**config.mk**
```make
export PLATFORM = sky130hd
export DESIGN_NAME = datapath_sequencer
export DESIGN_NICKNAME = d
export VERILOG_FILES = /design/src/rtl/seq_pkg.sv /design/src/rtl/datapath_sequencer_opcode_class_decode.sv /design/src/rtl/datapath_sequencer.sv
export SDC_FILE = /design/constraint.sdc
export NUM_CORES = 1
export LEC_CHECK = 0
export CORE_MARGIN = 5
export CORE_UTILIZATION = 25
export CTS_BUF_LIST = sky130_fd_sc_hd__clkbuf_4 sky130_fd_sc_hd__clkbuf_8
export DETAILED_ROUTE_END_ITERATION = 16
export PLACE_DENSITY = 0.59
export SYNTH_ARGS = -nofsm -noshare
export SYNTH_HDL_FRONTEND = slang
export SYNTH_HIERARCHICAL = 1
export SYNTH_SLANG_ARGS = --single-unit
export TNS_END_PERCENT = 1
```
**constraint.sdc**
```tcl
create_clock -name clock -period 3.3 [get_ports clock]
set_clock_uncertainty 0.2 [all_clocks]
set_input_delay 0.825 -clock clock [delete_from_list [all_inputs] [get_ports clock]]
set_output_delay 0.825 -clock clock [all_outputs]
set_load 0.01 [all_outputs]
```
**src/rtl/seq_pkg.sv**
```systemverilog
// seq_pkg: opcodes, fixed ALU codes, sequencer state and opcode-class
// enumerations, and the packed control word shared by the sequencer files.
package seq_pkg;

  // Load / store
  localparam logic [4:0] OP_LD   = 5'b00000;
  localparam logic [4:0] OP_LDI  = 5'b00001;
  localparam logic [4:0] OP_ST   = 5'b00010;
  // Register-register ALU ops (opcode doubles as ALU code)
  localparam logic [4:0] OP_ADD  = 5'b00011;
  localparam logic [4:0] OP_SUB  = 5'b00100;
  localparam logic [4:0] OP_AND  = 5'b00101;
  localparam logic [4:0] OP_OR   = 5'b00110;
  localparam logic [4:0] OP_ROR  = 5'b00111;
  localparam logic [4:0] OP_ROL  = 5'b01000;
  localparam logic [4:0] OP_SHR  = 5'b01001;
  localparam logic [4:0] OP_SHRA = 5'b01010;
  localparam logic [4:0] OP_SHL  = 5'b01011;
  // Immediate ALU ops
  localparam logic [4:0] OP_ADDI = 5'b01100;
  localparam logic [4:0] OP_ANDI = 5'b01101;
  localparam logic [4:0] OP_ORI  = 5'b01110;
  // Multiply / divide and unary ops
  localparam logic [4:0] OP_DIV  = 5'b01111;
  localparam logic [4:0] OP_MUL  = 5'b10000;
  localparam logic [4:0] OP_NEG  = 5'b10001;
  localparam logic [4:0] OP_NOT  = 5'b10010;
  // Control transfer
  localparam logic [4:0] OP_BR   = 5'b10011;
  localparam logic [4:0] OP_JAL  = 5'b10100;
  localparam logic [4:0] OP_JR   = 5'b10101;
  // I/O and special-register moves
  localparam logic [4:0] OP_IN   = 5'b10110;
  localparam logic [4:0] OP_OUT  = 5'b10111;
  localparam logic [4:0] OP_MFLO = 5'b11000;
  localparam logic [4:0] OP_MFHI = 5'b11001;
  localparam logic [4:0] OP_NOP  = 5'b11010;
  localparam logic [4:0] OP_HALT = 5'b11011;

  // ALU codes used outside the opcode pass-through
  localparam logic [4:0] ALU_ADD = 5'b00011;
  localparam logic [4:0] ALU_INC = 5'b11100;

  typedef enum logic [3:0] {
    T0    = 4'd0,
    T1    = 4'd1,
    T2    = 4'd2,
    T3    = 4'd3,
    T4    = 4'd4,
    T5    = 4'd5,
    T6    = 4'd6,
    T7    = 4'd7,
    HALT  = 4'd8,
    PAUSE = 4'd9
  } state_t;

  typedef enum logic [3:0] {
    CLS_RTYPE  = 4'd0,
    CLS_IMM    = 4'd1,
    CLS_LDI    = 4'd2,
    CLS_LD     = 4'd3,
    CLS_ST     = 4'd4,
    CLS_MULDIV = 4'd5,
    CLS_UNARY  = 4'd6,
    CLS_BR     = 4'd7,
    CLS_JAL    = 4'd8,
    CLS_JR     = 4'd9,
    CLS_IN     = 4'd10,
    CLS_OUT    = 4'd11,
    CLS_MFHI   = 4'd12,
    CLS_MFLO   = 4'd13,
    CLS_NOP    = 4'd14,
    CLS_HALT   = 4'd15
  } opclass_t;

  // Every datapath control line in one word
  typedef struct packed {
    logic       gra;
    logic       grb;
    logic       grc;
    logic       rIn;
    logic       rOut;
    logic       baOut;
    logic       hiIn;
    logic       loIn;
    logic       zIn;
    logic       pcIn;
    logic       mdrIn;
    logic       marIn;
    logic       yIn;
    logic       oPortIn;
    logic       irIn;
    logic       hiOut;
    logic       loOut;
    logic       zHiOut;
    logic       zLoOut;
    logic       pcOut;
    logic       mdrOut;
    logic       iPortOut;
    logic       cOut;
    logic       read;
    logic       write;
    logic       conIn;
    logic [4:0] aluCode;
  } ctrl_t;

  // Immediate forms reuse the ALU code of their register-register sibling
  function automatic logic [4:0] immAluCode(input logic [4:0] op);
    logic [4:0] code;
    case (op)
      OP_ADDI: code = OP_ADD;
      OP_ANDI: code = OP_AND;
      OP_ORI:  code = OP_OR;
      default: code = OP_ADD;
    endcase
    return code;
  endfunction

endpackage

```
**src/rtl/datapath_sequencer_opcode_class_decode.sv**
```systemverilog
// opcode_class_decode: combinational map from the 5-bit opcode to the
// execute-sequence family it follows. Unassigned opcodes behave as nop.
module opcode_class_decode
  import seq_pkg::*;
(
  input  logic [4:0] opcode,
  output opclass_t   opClass
);

  // Group opcodes by the execute sequence they share
  always_comb begin
    opClass = CLS_NOP;
    case (opcode)
      OP_LD:   opClass = CLS_LD;
      OP_LDI:  opClass = CLS_LDI;
      OP_ST:   opClass = CLS_ST;
      OP_ADD, OP_SUB, OP_AND, OP_OR, OP_ROR, OP_ROL,
      OP_SHR, OP_SHRA, OP_SHL:
               opClass = CLS_RTYPE;
      OP_ADDI, OP_ANDI, OP_ORI:
               opClass = CLS_IMM;
      OP_DIV, OP_MUL:
               opClass = CLS_MULDIV;
      OP_NEG, OP_NOT:
               opClass = CLS_UNARY;
      OP_BR:   opClass = CLS_BR;
      OP_JAL:  opClass = CLS_JAL;
      OP_JR:   opClass = CLS_JR;
      OP_IN:   opClass = CLS_IN;
      OP_OUT:  opClass = CLS_OUT;
      OP_MFLO: opClass = CLS_MFLO;
      OP_MFHI: opClass = CLS_MFHI;
      OP_HALT: opClass = CLS_HALT;
      default: opClass = CLS_NOP;
    endcase
  end

endmodule

```
**src/rtl/datapath_sequencer.sv**
```systemverilog
// datapath_sequencer: hardwired fetch/execute control sequencer.
// Controls are Moore-decoded from the state register plus IR[31:27]; IR is
// loaded by the datapath during fetch, so decode has to follow it directly.
// Controls are held low while clear is asserted. The first edge after reset
// release repeats T0 (harmless: T0 only recomputes MAR and PC+1) and raises Run.
// Optional feature macro: SEQ_STOP_EN adds the Stop input and a PAUSE state
// entered in place of T0 when Stop is high at the end of an instruction.
module datapath_sequencer
  import seq_pkg::*;
(
  input  logic        clock,
  input  logic        clear,
  input  logic [31:0] IR,
  input  logic        ConOut,
`ifdef SEQ_STOP_EN
  input  logic        Stop,
`endif
  output logic        Gra,
  output logic        Grb,
  output logic        Grc,
  output logic        RIn,
  output logic        ROut,
  output logic        BAOut,
  output logic        HiIn,
  output logic        LoIn,
  output logic        ZIn,
  output logic        PCIn,
  output logic        MDRIn,
  output logic        MARIn,
  output logic        YIn,
  output logic        OPortIn,
  output logic        IRIn,
  output logic        HiOut,
  output logic        LoOut,
  output logic        ZHiOut,
  output logic        ZLoOut,
  output logic        PCOut,
  output logic        MDROut,
  output logic        IPortOut,
  output logic        COut,
  output logic        Read,
  output logic        Write,
  output logic        ConIn,
  output logic [4:0]  ALUCode,
  output logic        Run
);

  logic [4:0] opcode_s;
  logic       unusedIr_s;
  opclass_t   opClass_s;
  state_t     state_r;
  state_t     nextState_s;
  state_t     lastStep_s;
  state_t     finishState_s;
  logic       run_r;
  ctrl_t      ctrl_s;
  ctrl_t      ctrlOut_s;

  assign opcode_s   = IR[31:27];
  assign unusedIr_s = ^IR[26:0];

  opcode_class_decode uDecode (
    .opcode  (opcode_s),
    .opClass (opClass_s)
  );

  // Final step of each class; nop, halt and undefined opcodes end at T2
  always_comb begin
    lastStep_s = T2;
    case (opClass_s)
      CLS_RTYPE, CLS_IMM, CLS_LDI:               lastStep_s = T5;
      CLS_LD, CLS_ST:                            lastStep_s = T7;
      CLS_MULDIV, CLS_BR:                        lastStep_s = T6;
      CLS_UNARY, CLS_JAL:                        lastStep_s = T4;
      CLS_JR, CLS_IN, CLS_OUT, CLS_MFHI, CLS_MFLO: lastStep_s = T3;
      default:                                   lastStep_s = T2;
    endcase
  end

  // Where a completed instruction goes: T0, or PAUSE on a stop request
  always_comb begin
`ifdef SEQ_STOP_EN
    if (Stop) begin
      finishState_s = PAUSE;
    end else begin
      finishState_s = T0;
    end
`else
    finishState_s = T0;
`endif
  end

  // Step through the sequence; T0 repeats once after reset until Run is up
  always_comb begin
    nextState_s = T0;
    case (state_r)
      T0: begin
        if (run_r) begin
          nextState_s = T1;
        end else begin
          nextState_s = T0;
        end
      end
      T1: nextState_s = T2;
      T2, T3, T4, T5, T6, T7: begin
        if ((state_r == T2) && (opClass_s == CLS_HALT)) begin
          nextState_s = HALT;
        end else if ((state_r == lastStep_s) || (state_r == T7)) begin
          nextState_s = finishState_s;
        end else begin
          nextState_s = state_t'(state_r + 4'd1);
        end
      end
      HALT: nextState_s = HALT;
`ifdef SEQ_STOP_EN
      PAUSE: begin
        if (Stop) begin
          nextState_s = PAUSE;
        end else begin
          nextState_s = T0;
        end
      end
`endif
      default: nextState_s = T0;
    endcase
  end

  // State register and Run flag; Run is low only in HALT and PAUSE
  always_ff @(posedge clock or negedge clear) begin
    if (!clear) begin
      state_r <= T0;
      run_r   <= 1'b0;
    end else begin
      state_r <= nextState_s;
      run_r   <= (nextState_s != HALT) && (nextState_s != PAUSE);
    end
  end

  // Moore decode of the control word from state and opcode class
  always_comb begin
    ctrl_s = '0;
    case (state_r)
      T0: begin
        ctrl_s.pcOut = 1'b1; ctrl_s.marIn = 1'b1;
        ctrl_s.aluCode = ALU_INC; ctrl_s.zIn = 1'b1;
      end
      T1: begin
        ctrl_s.zLoOut = 1'b1; ctrl_s.pcIn = 1'b1;
        ctrl_s.read = 1'b1; ctrl_s.mdrIn = 1'b1;
      end
      T2: begin
        ctrl_s.mdrOut = 1'b1; ctrl_s.irIn = 1'b1;
      end
      T3: begin
        case (opClass_s)
          CLS_RTYPE, CLS_IMM: begin
            ctrl_s.grb = 1'b1; ctrl_s.rOut = 1'b1; ctrl_s.yIn = 1'b1;
          end
          CLS_LDI, CLS_LD, CLS_ST: begin
            ctrl_s.grb = 1'b1; ctrl_s.baOut = 1'b1; ctrl_s.yIn = 1'b1;
          end
          CLS_MULDIV: begin
            ctrl_s.gra = 1'b1; ctrl_s.rOut = 1'b1; ctrl_s.yIn = 1'b1;
          end
          CLS_UNARY: begin
            ctrl_s.grb = 1'b1; ctrl_s.rOut = 1'b1;
            ctrl_s.aluCode = opcode_s; ctrl_s.zIn = 1'b1;
          end
          CLS_BR: begin
            ctrl_s.gra = 1'b1; ctrl_s.rOut = 1'b1; ctrl_s.conIn = 1'b1;
          end
          CLS_JAL: begin
            ctrl_s.pcOut = 1'b1; ctrl_s.grb = 1'b1; ctrl_s.rIn = 1'b1;
          end
          CLS_JR: begin
            ctrl_s.gra = 1'b1; ctrl_s.rOut = 1'b1; ctrl_s.pcIn = 1'b1;
          end
          CLS_IN: begin
            ctrl_s.iPortOut = 1'b1; ctrl_s.gra = 1'b1; ctrl_s.rIn = 1'b1;
          end
          CLS_OUT: begin
            ctrl_s.gra = 1'b1; ctrl_s.rOut = 1'b1; ctrl_s.oPortIn = 1'b1;
          end
          CLS_MFHI: begin
            ctrl_s.hiOut = 1'b1; ctrl_s.gra = 1'b1; ctrl_s.rIn = 1'b1;
          end
          CLS_MFLO: begin
            ctrl_s.loOut = 1'b1; ctrl_s.gra = 1'b1; ctrl_s.rIn = 1'b1;
          end
          default: ctrl_s = '0;
        endcase
      end
      T4: begin
        case (opClass_s)
          CLS_RTYPE: begin
            ctrl_s.grc = 1'b1; ctrl_s.rOut = 1'b1;
            ctrl_s.aluCode = opcode_s; ctrl_s.zIn = 1'b1;
          end
          CLS_IMM: begin
            ctrl_s.cOut = 1'b1; ctrl_s.aluCode = immAluCode(opcode_s); ctrl_s.zIn = 1'b1;
          end
          CLS_LDI, CLS_LD, CLS_ST: begin
            ctrl_s.cOut = 1'b1; ctrl_s.aluCode = ALU_ADD; ctrl_s.zIn = 1'b1;
          end
          CLS_MULDIV: begin
            ctrl_s.grb = 1'b1; ctrl_s.rOut = 1'b1;
            ctrl_s.aluCode = opcode_s; ctrl_s.zIn = 1'b1;
          end
          CLS_UNARY: begin
            ctrl_s.zLoOut = 1'b1; ctrl_s.gra = 1'b1; ctrl_s.rIn = 1'b1;
          end
          CLS_BR: begin
            ctrl_s.pcOut = 1'b1; ctrl_s.yIn = 1'b1;
          end
          CLS_JAL: begin
            ctrl_s.gra = 1'b1; ctrl_s.rOut = 1'b1; ctrl_s.pcIn = 1'b1;
          end
          default: ctrl_s = '0;
        endcase
      end
      T5: begin
        case (opClass_s)
          CLS_RTYPE, CLS_IMM, CLS_LDI: begin
            ctrl_s.zLoOut = 1'b1; ctrl_s.gra = 1'b1; ctrl_s.rIn = 1'b1;
          end
          CLS_LD, CLS_ST: begin
            ctrl_s.zLoOut = 1'b1; ctrl_s.marIn = 1'b1;
          end
          CLS_MULDIV: begin
            ctrl_s.zLoOut = 1'b1; ctrl_s.loIn = 1'b1;
          end
          CLS_BR: begin
            ctrl_s.cOut = 1'b1; ctrl_s.aluCode = ALU_ADD; ctrl_s.zIn = 1'b1;
          end
          default: ctrl_s = '0;
        endcase
      end
      T6: begin
        case (opClass_s)
          CLS_LD: begin
            ctrl_s.read = 1'b1; ctrl_s.mdrIn = 1'b1;
          end
          CLS_ST: begin
            ctrl_s.gra = 1'b1; ctrl_s.rOut = 1'b1; ctrl_s.mdrIn = 1'b1;
          end
          CLS_MULDIV: begin
            ctrl_s.zHiOut = 1'b1; ctrl_s.hiIn = 1'b1;
          end
          CLS_BR: begin
            ctrl_s.zLoOut = 1'b1; ctrl_s.pcIn = ConOut;
          end
          default: ctrl_s = '0;
        endcase
      end
      T7: begin
        case (opClass_s)
          CLS_LD: begin
            ctrl_s.mdrOut = 1'b1; ctrl_s.gra = 1'b1; ctrl_s.rIn = 1'b1;
          end
          CLS_ST: ctrl_s.write = 1'b1;
          default: ctrl_s = '0;
        endcase
      end
      default: ctrl_s = '0;
    endcase
  end

  // Hold every control low while the sequencer is in reset
  always_comb begin
    if (!clear) begin
      ctrlOut_s = '0;
    end else begin
      ctrlOut_s = ctrl_s;
    end
  end

  assign Gra      = ctrlOut_s.gra;
  assign Grb      = ctrlOut_s.grb;
  assign Grc      = ctrlOut_s.grc;
  assign RIn      = ctrlOut_s.rIn;
  assign ROut     = ctrlOut_s.rOut;
  assign BAOut    = ctrlOut_s.baOut;
  assign HiIn     = ctrlOut_s.hiIn;
  assign LoIn     = ctrlOut_s.loIn;
  assign ZIn      = ctrlOut_s.zIn;
  assign PCIn     = ctrlOut_s.pcIn;
  assign MDRIn    = ctrlOut_s.mdrIn;
  assign MARIn    = ctrlOut_s.marIn;
  assign YIn      = ctrlOut_s.yIn;
  assign OPortIn  = ctrlOut_s.oPortIn;
  assign IRIn     = ctrlOut_s.irIn;
  assign HiOut    = ctrlOut_s.hiOut;
  assign LoOut    = ctrlOut_s.loOut;
  assign ZHiOut   = ctrlOut_s.zHiOut;
  assign ZLoOut   = ctrlOut_s.zLoOut;
  assign PCOut    = ctrlOut_s.pcOut;
  assign MDROut   = ctrlOut_s.mdrOut;
  assign IPortOut = ctrlOut_s.iPortOut;
  assign COut     = ctrlOut_s.cOut;
  assign Read     = ctrlOut_s.read;
  assign Write    = ctrlOut_s.write;
  assign ConIn    = ctrlOut_s.conIn;
  assign ALUCode  = ctrlOut_s.aluCode;
  assign Run      = run_r;

endmodule

```
==> results of run 1 <==
-- worst max-delay path, cell delays in order --
cell and delay, ps:
buf_12 90, inv_12 30, ha_4 240, inv_2 40, a221oi_4 300, a31oi_4 90, buf_12 170, and2_4 130
o2111ai_2 190, a21oi_2 80, buf_4 140, buf_4 130, nand2_2 50, a31oi_2 60, buf_2 140
-- flip-flops by register name (all words and copies together) (netlist names) --
signal   count
state_r      4
Run          1
-- power by group through the flow --
stage               sequential [mW]  clock [mW]  combinational [mW]
floorplan                     0.103           0               0.566
global placement              0.110           0                1.04
detailed placement            0.111           0                1.05
CTS                           0.110       0.120                1.07
global route                  0.114       0.126                1.22
finish                        0.110       0.117                1.13
-- how the worst min path moves through the flow --
stage          cells after the start                 start  slack, ps              endpoint
6_report                           2         Run$_DFF_PN0_        310  state_r[0]$_DFF_PN0_
5_1_grt                            2         Run$_DFF_PN0_        330  state_r[0]$_DFF_PN0_
4_1_cts                            2         Run$_DFF_PN0_        320  state_r[0]$_DFF_PN0_
3_5_place_dp                       2         Run$_DFF_PN0_        310  state_r[0]$_DFF_PN0_
3_3_place_gp                       2         Run$_DFF_PN0_        310  state_r[0]$_DFF_PN0_
2_1_floorplan                      1  state_r[0]$_DFF_PN0_        310  state_r[0]$_DFF_PN0_
-- Yosys cell counts (3+ instances only) --
master | number | area [um2]
nand4_1 | 3 | 18.8
nor2b_1 | 9 | 56.3
clkbuf_1 | 7 | 26.3
ha_1 | 7 | 87.6
a21o_1 | 3 | 22.5
nand3_1 | 15 | 75.1
and2_1 | 3 | 18.8
o21ai_0 | 12 | 60.1
inv_1 | 12 | 45.0
o22ai_1 | 3 | 18.8
nand2b_1 | 8 | 50.1
nor3_1 | 6 | 30.0
and3_1 | 8 | 50.1
a31oi_1 | 7 | 43.8
buf_2 | 8 | 40.0
nor2_1 | 16 | 60.1
a21boi_0 | 6 | 45.0
dfrtp_1 | 5 | 125
nor3b_1 | 5 | 37.5
nand2_1 | 28 | 105
o21a_1 | 3 | 22.5
a21oi_1 | 15 | 75.1
buf_1 | 3 | 11.3
-- final cells by class --
cell class,count,area [um2],share of cell area [%]
Clock buffer,4,48.8,1.74
Timing Repair Buffer,120,995,35.4
Tap cell,72,90.1,3.21
Multi-Input combinational cell,189,1490,53.0
Sequential cell,5,125,4.46
Inverter,12,60.1,2.14
-- kinds of logic after synthesis --
kind of cell / share of synthesized area [%]
and+or+nand+nor: 39.4
AOI/OAI and AO/OA: 35.2
buffers and inverters: 9.18
adders and majority gates: 6.18
DFF: 8.83
xor gates and xnor gates: 1.24
-- routing by layer --
layer	wire [um]	share of wire (%)	global-route usage [%]	up-vias
met5	0	0	0	-
met4	52	0.86	4.03	0
met3	282	4.6	1.36	7
met2	3200	53	29.2	51
met1	2540	42	20.1	985
li1	-	-	-	1036
-- repair_timing --
item,4_1_cts,5_1_grt
hold endpoints to repair,0,0
setup endpoints to repair,36,31
buffers inserted,6,4
pin swaps,20,17
resized for setup,163,57
gates cloned,2,0
-- through the flow --
| stage | util [%] | worst slack, ps |
|---|---|---|
| 6_report | 51.0 | -452 |
| 5_1_grt | 51.0 | -553 |
| 4_1_cts | 48.4 | -575 |
| 3_5_place_dp | 44.4 | -1370 |
| 3_3_place_gp | 44.4 | -1330 |
| 2_1_floorplan | - | -138 |
==> out/summary.txt, run 1 <==
Critical path startpoint: IR[27]
Initial Utilization: 25.7%
Number of global-route vias before repair: 2040
Final HPWL DP: 4530 um
Max capacitance violation total: 0
Sink Count: 5
Max Freq: 267 MHz
Layout cells sized above 1: 53.6%
Data arrival, critical path: 2730 ps
Synthesized cell area: 1420 um2
# hold bufs at CTS: 0
Placed Cells: 387
Total track usage: 16.0%
Worst skew pair latency: 220 ps
First-iteration detailed-routing DRC count: 151
Crit path required time: 2270 ps
RD Place Congestion: 0.910
Post-synthesis sequential area ratio: 8.83%
VDD IR-drop max: 0.000241 V
Slew @ Worst Pin: 329 ps
RR Startpoint: state_r[0]$_DFF_PN0_
Unique masters post-synth: 49
WL per Instance: 15.1 um
Outcome: finished with violations
CORE AREA: 5510 um2
DR vias: 2079
Hold_ws: 310 ps
Antenna Nets Post-Route: 0
CP endpoint: ALUCode[0]
Syn avg cell area: 6.30 um2
Core Rows: 27
CP max FO: 5
Grt total ovfl: 0
Placed instance area: 2450 um2
Clock share of power: 8.6%
Layout Nets: 373
Most common cell after layout, fill and taps aside: buf_4
Synthesis Warnings: 6
Die W: 85.3 um
Worst min path class: register to register
Min Tclk post-route: 3750 ps
RSZ-0062 raised after global routing: true
Die Y-Extent: 85.3 um
DR vias/cell: 5.17
Failing checks: negative setup slack
Synth Register Bits: 5
Leakage power: 1.25 nW
PD cells: 484 nW/um2
Post-synth top flop: dfrtp_1
Power Total: 1.36 mW
Clock-pin slew of the registers on the worst-case setup and hold paths: 30 ps
Max-slew headroom: 78.0%
Ports: 67
Switching pwr: 0.668 mW
Sw frac: 49.1%
Int Pwr: 0.691 mW
Final wirelength: 6070 um
CTS tree: built
Sequential cell fraction of total power: 8.1%
Final hold vios: 0
DRC viols: 0
Fill cells: 524
Fin crit share: 114%
Layout area overhead: 98.1%
Comb power frac: 83.3%
EDFF count, synth: 0
First-pass GRT wire length: 9830 um
Inserted Diodes: 0
Register-to-register setup slack: 610 ps
CTS Buf Count: 3
Layout Cells excl Fill: 402
CP Class: input port to output port
Post-route setup TNS: -8500 ps
FF-to-FF End: Run$_DFF_PN0_
Fin worst setup slack: -452 ps
Endpoints failing setup: 30
Cells after Synth: 225
CP endpoint kind: output port
I/O Buffers: 39
Asr flop ratio synth: 100%
CTS max path bufs: 2
H-Tree Depth: 1
First-pass iteration count of the detailed router: 4
Crit path launch type: input port
Design Area, Final: 2810 um2
Pin count of the biggest net entering global routing: 13
Worst Reg2Reg Path Length in Cells: 8
Initial antenna violation count: 0
Area of the die: 7280 um2
Most frequent cells in the layout: 66 x buf_4, 25 x nand2_1, 22 x buf_2
Syn_nets: 267
CTS root buffer: clkbuf_8
Final slew viol count: 0
Power figures use the tool's default switching activity.
==> run 2, diff against run 1 <==
Settings changed: MAX_ROUTING_LAYER from default to met4, PLACE_DENSITY 0.59 to 0.57, SKIP_LAST_GASP from default to 1.
Clock period 3.3 ns to 3.6 ns, I/O delays scaled along.
==> run 2 against run 1 <==
Effect of this change:
- sequential power down 4%
- the run still ends with negative setup slack left
- die area unchanged
- critical path depth down 1
- non-clock buffer count down 4
- count of clock-buffer cells in the layout unchanged
- largest power group unchanged
- highest routed layer unchanged
==> out/summary.txt, run 2 (synthesis results as in run 1) <==
FF-to-FF End: Run$_DFF_PN0_
Worst-path cell chain: buf_8, inv_4, ha_4, inv_4, a221oi_4, a31oi_4, buf_6, nor2b_4, nand3_2, a21oi_2, buf_4, nand2_2, a31oi_2, buf_2
Crit path required time: 2500 ps
Most frequent cells in the layout: 68 x buf_4, 26 x nand2_1, 16 x dlygate4sd2_1
CTS root buffer: clkbuf_8
Failing checks: negative setup slack
Initial Utilization: 25.7%
Max capacitance violation total: 0
CTS Buf Count: 3
Layout cells sized above 1: 42.9%
Min Tclk post-route: 3920 ps
DR vias/cell: 5.24
Crit path launch type: input port
Initial antenna violation count: 0
Layout area overhead: 87.2%
First-pass iteration count of the detailed router: 4
Core Rows: 27
First-pass GRT wire length: 9740 um
Final HPWL DP: 4550 um
Layout Nets: 369
Data arrival, critical path: 2820 ps
CTS max path bufs: 2
Ports: 67
Largest stage delay, worst path: 320 ps
# hold bufs at CTS: 0
Leakage power: 1.20 nW
Layout Cells excl Fill: 398
Max FFs per register: 4
Endpoints failing setup: 30
Outcome: finished with violations
Pin count of the biggest net entering global routing: 13
RR Startpoint: state_r[0]$_DFF_PN0_
I/O Buffers: 39
PD cells: 437 nW/um2
Inserted Diodes: 0
CP delay by family, top: compound AO/OA/AOI/OAI gates
Final hold vios: 0
DR vias: 2087
Area of the die: 7280 um2
RD Place Congestion: 0.964
Die W: 85.3 um
Worst skew pair latency: 220 ps
Clock-pin slew of the registers on the worst-case setup and hold paths: 30 ps
Worst Min Path Start: Run$_DFF_PN0_
Number of global-route vias before repair: 2065
RSZ-0062 raised after global routing: true
Slew @ Worst Pin: 575 ps
CTS tree: built
Most common cell after layout, fill and taps aside: buf_4
Top reg by flops: state_r
Total track usage: 16.7%
CP endpoint kind: output port
DRC viols: 0
Die Y-Extent: 85.3 um
Hold Path Sink: state_r[0]$_DFF_PN0_
Register-to-register setup slack: 970 ps
CP max FO: 7
Max Freq: 255 MHz
First-iteration detailed-routing DRC count: 115
Final wirelength: 6150 um
Cell mode on critical path: inv_4
Worst Hold Path Cells: 2
Fin crit share: 109%
Final Util: 48.2%
Max-slew headroom: 61.6%
CORE AREA: 5510 um2
Antenna Nets Post-Route: 0
VDD IR-drop max: 0.000511 V
Fin worst setup slack: -319 ps
Sink Count: 5
CP Class: input port to output port
Final slew viol count: 0
Slowest CP cell: a221oi_4
Worst min path class: register to register
Placed Cells: 380
WP buf/inv: 6
WL per Instance: 15.4 um
H-Tree Depth: 1
Grt total ovfl: 0
Worst Reg2Reg Path Length in Cells: 7
run 2: cell types whose count changed in the layout (fill, tap and decap cells not counted), sizes merged:
cell           previous run  this run
buf                     108        90
clkbuf                    5         4
clkdlybuf4s15             5         6
clkdlybuf4s50             3         4
dlygate4sd2               3        16
run 2: power breakdown:
group          total, mW  switching [mW]  leakage, nW  internal, mW
sequential         0.106          0.0303       0.0608        0.0754
combinational      0.946           0.529         1.11         0.416
clock              0.108          0.0250       0.0262        0.0833
run 2: what timing repair did:
action                                  in CTS  in global routing
buffers inserted                            12                  2
resized for setup                          124                 14
hold endpoints to repair                     0                  0
endpoints found under the setup margin      34                 31
gates cloned                                 0                  0
pin swaps                                   17                 14
run 2: through the flow:
step	instance area (um2)	worst slack, ps	total power [mW]	hold WS [ps]	setup TNS, ps
after floorplan	1510	3.17	0.613	307	0
after global placement	2380	-1190	1.00	328	-33470
after detailed placement	2380	-1190	1.01	325	-33690
after CTS	2600	-289	1.14	331	-6240
after global routing	2650	-444	1.26	380	-10680
final	2650	-319	1.16	330	-7320
run 2: layout make-up:
type	count	area, um2
Fill cell	566	2850
Sequential cell	5	125
Inverter	12	52.6
Timing Repair Buffer	116	948
Multi-Input combinational cell	189	1390
Tap cell	72	90.1
Clock buffer	4	48.8
run 2: worst register-to-register path: cells and delay by family (launching register included):
family,cells,cell delay (ps)
flops,1,430
compound gates,2,360
buf+inv,1,140
fa+ha+maj,1,390
simple gates,3,960
run 2: layer usage:
| metal | global-route usage [%] | wire length (um) | share of wire [%] |
|---|---|---|---|
| met5 | - | 0 | 0 |
| met4 | 4.03 | 174 | 2.8 |
| met3 | 2.52 | 239 | 3.9 |
| met2 | 30.3 | 3130 | 51 |
| met1 | 19.1 | 2600 | 42 |
run 2: how the worst max path moves through the flow:
stage / startpoint / to / slack, ps / depth (start not counted)
floorplan: IR[28] / Gra / 3 / 10
global placement: IR[27] / Gra / -1190 / 12
detailed placement: IR[27] / Gra / -1190 / 12
CTS: IR[28] / RIn / -290 / 13
global route: IR[27] / ALUCode[2] / -440 / 14
finish: IR[27] / ALUCode[2] / -320 / 14
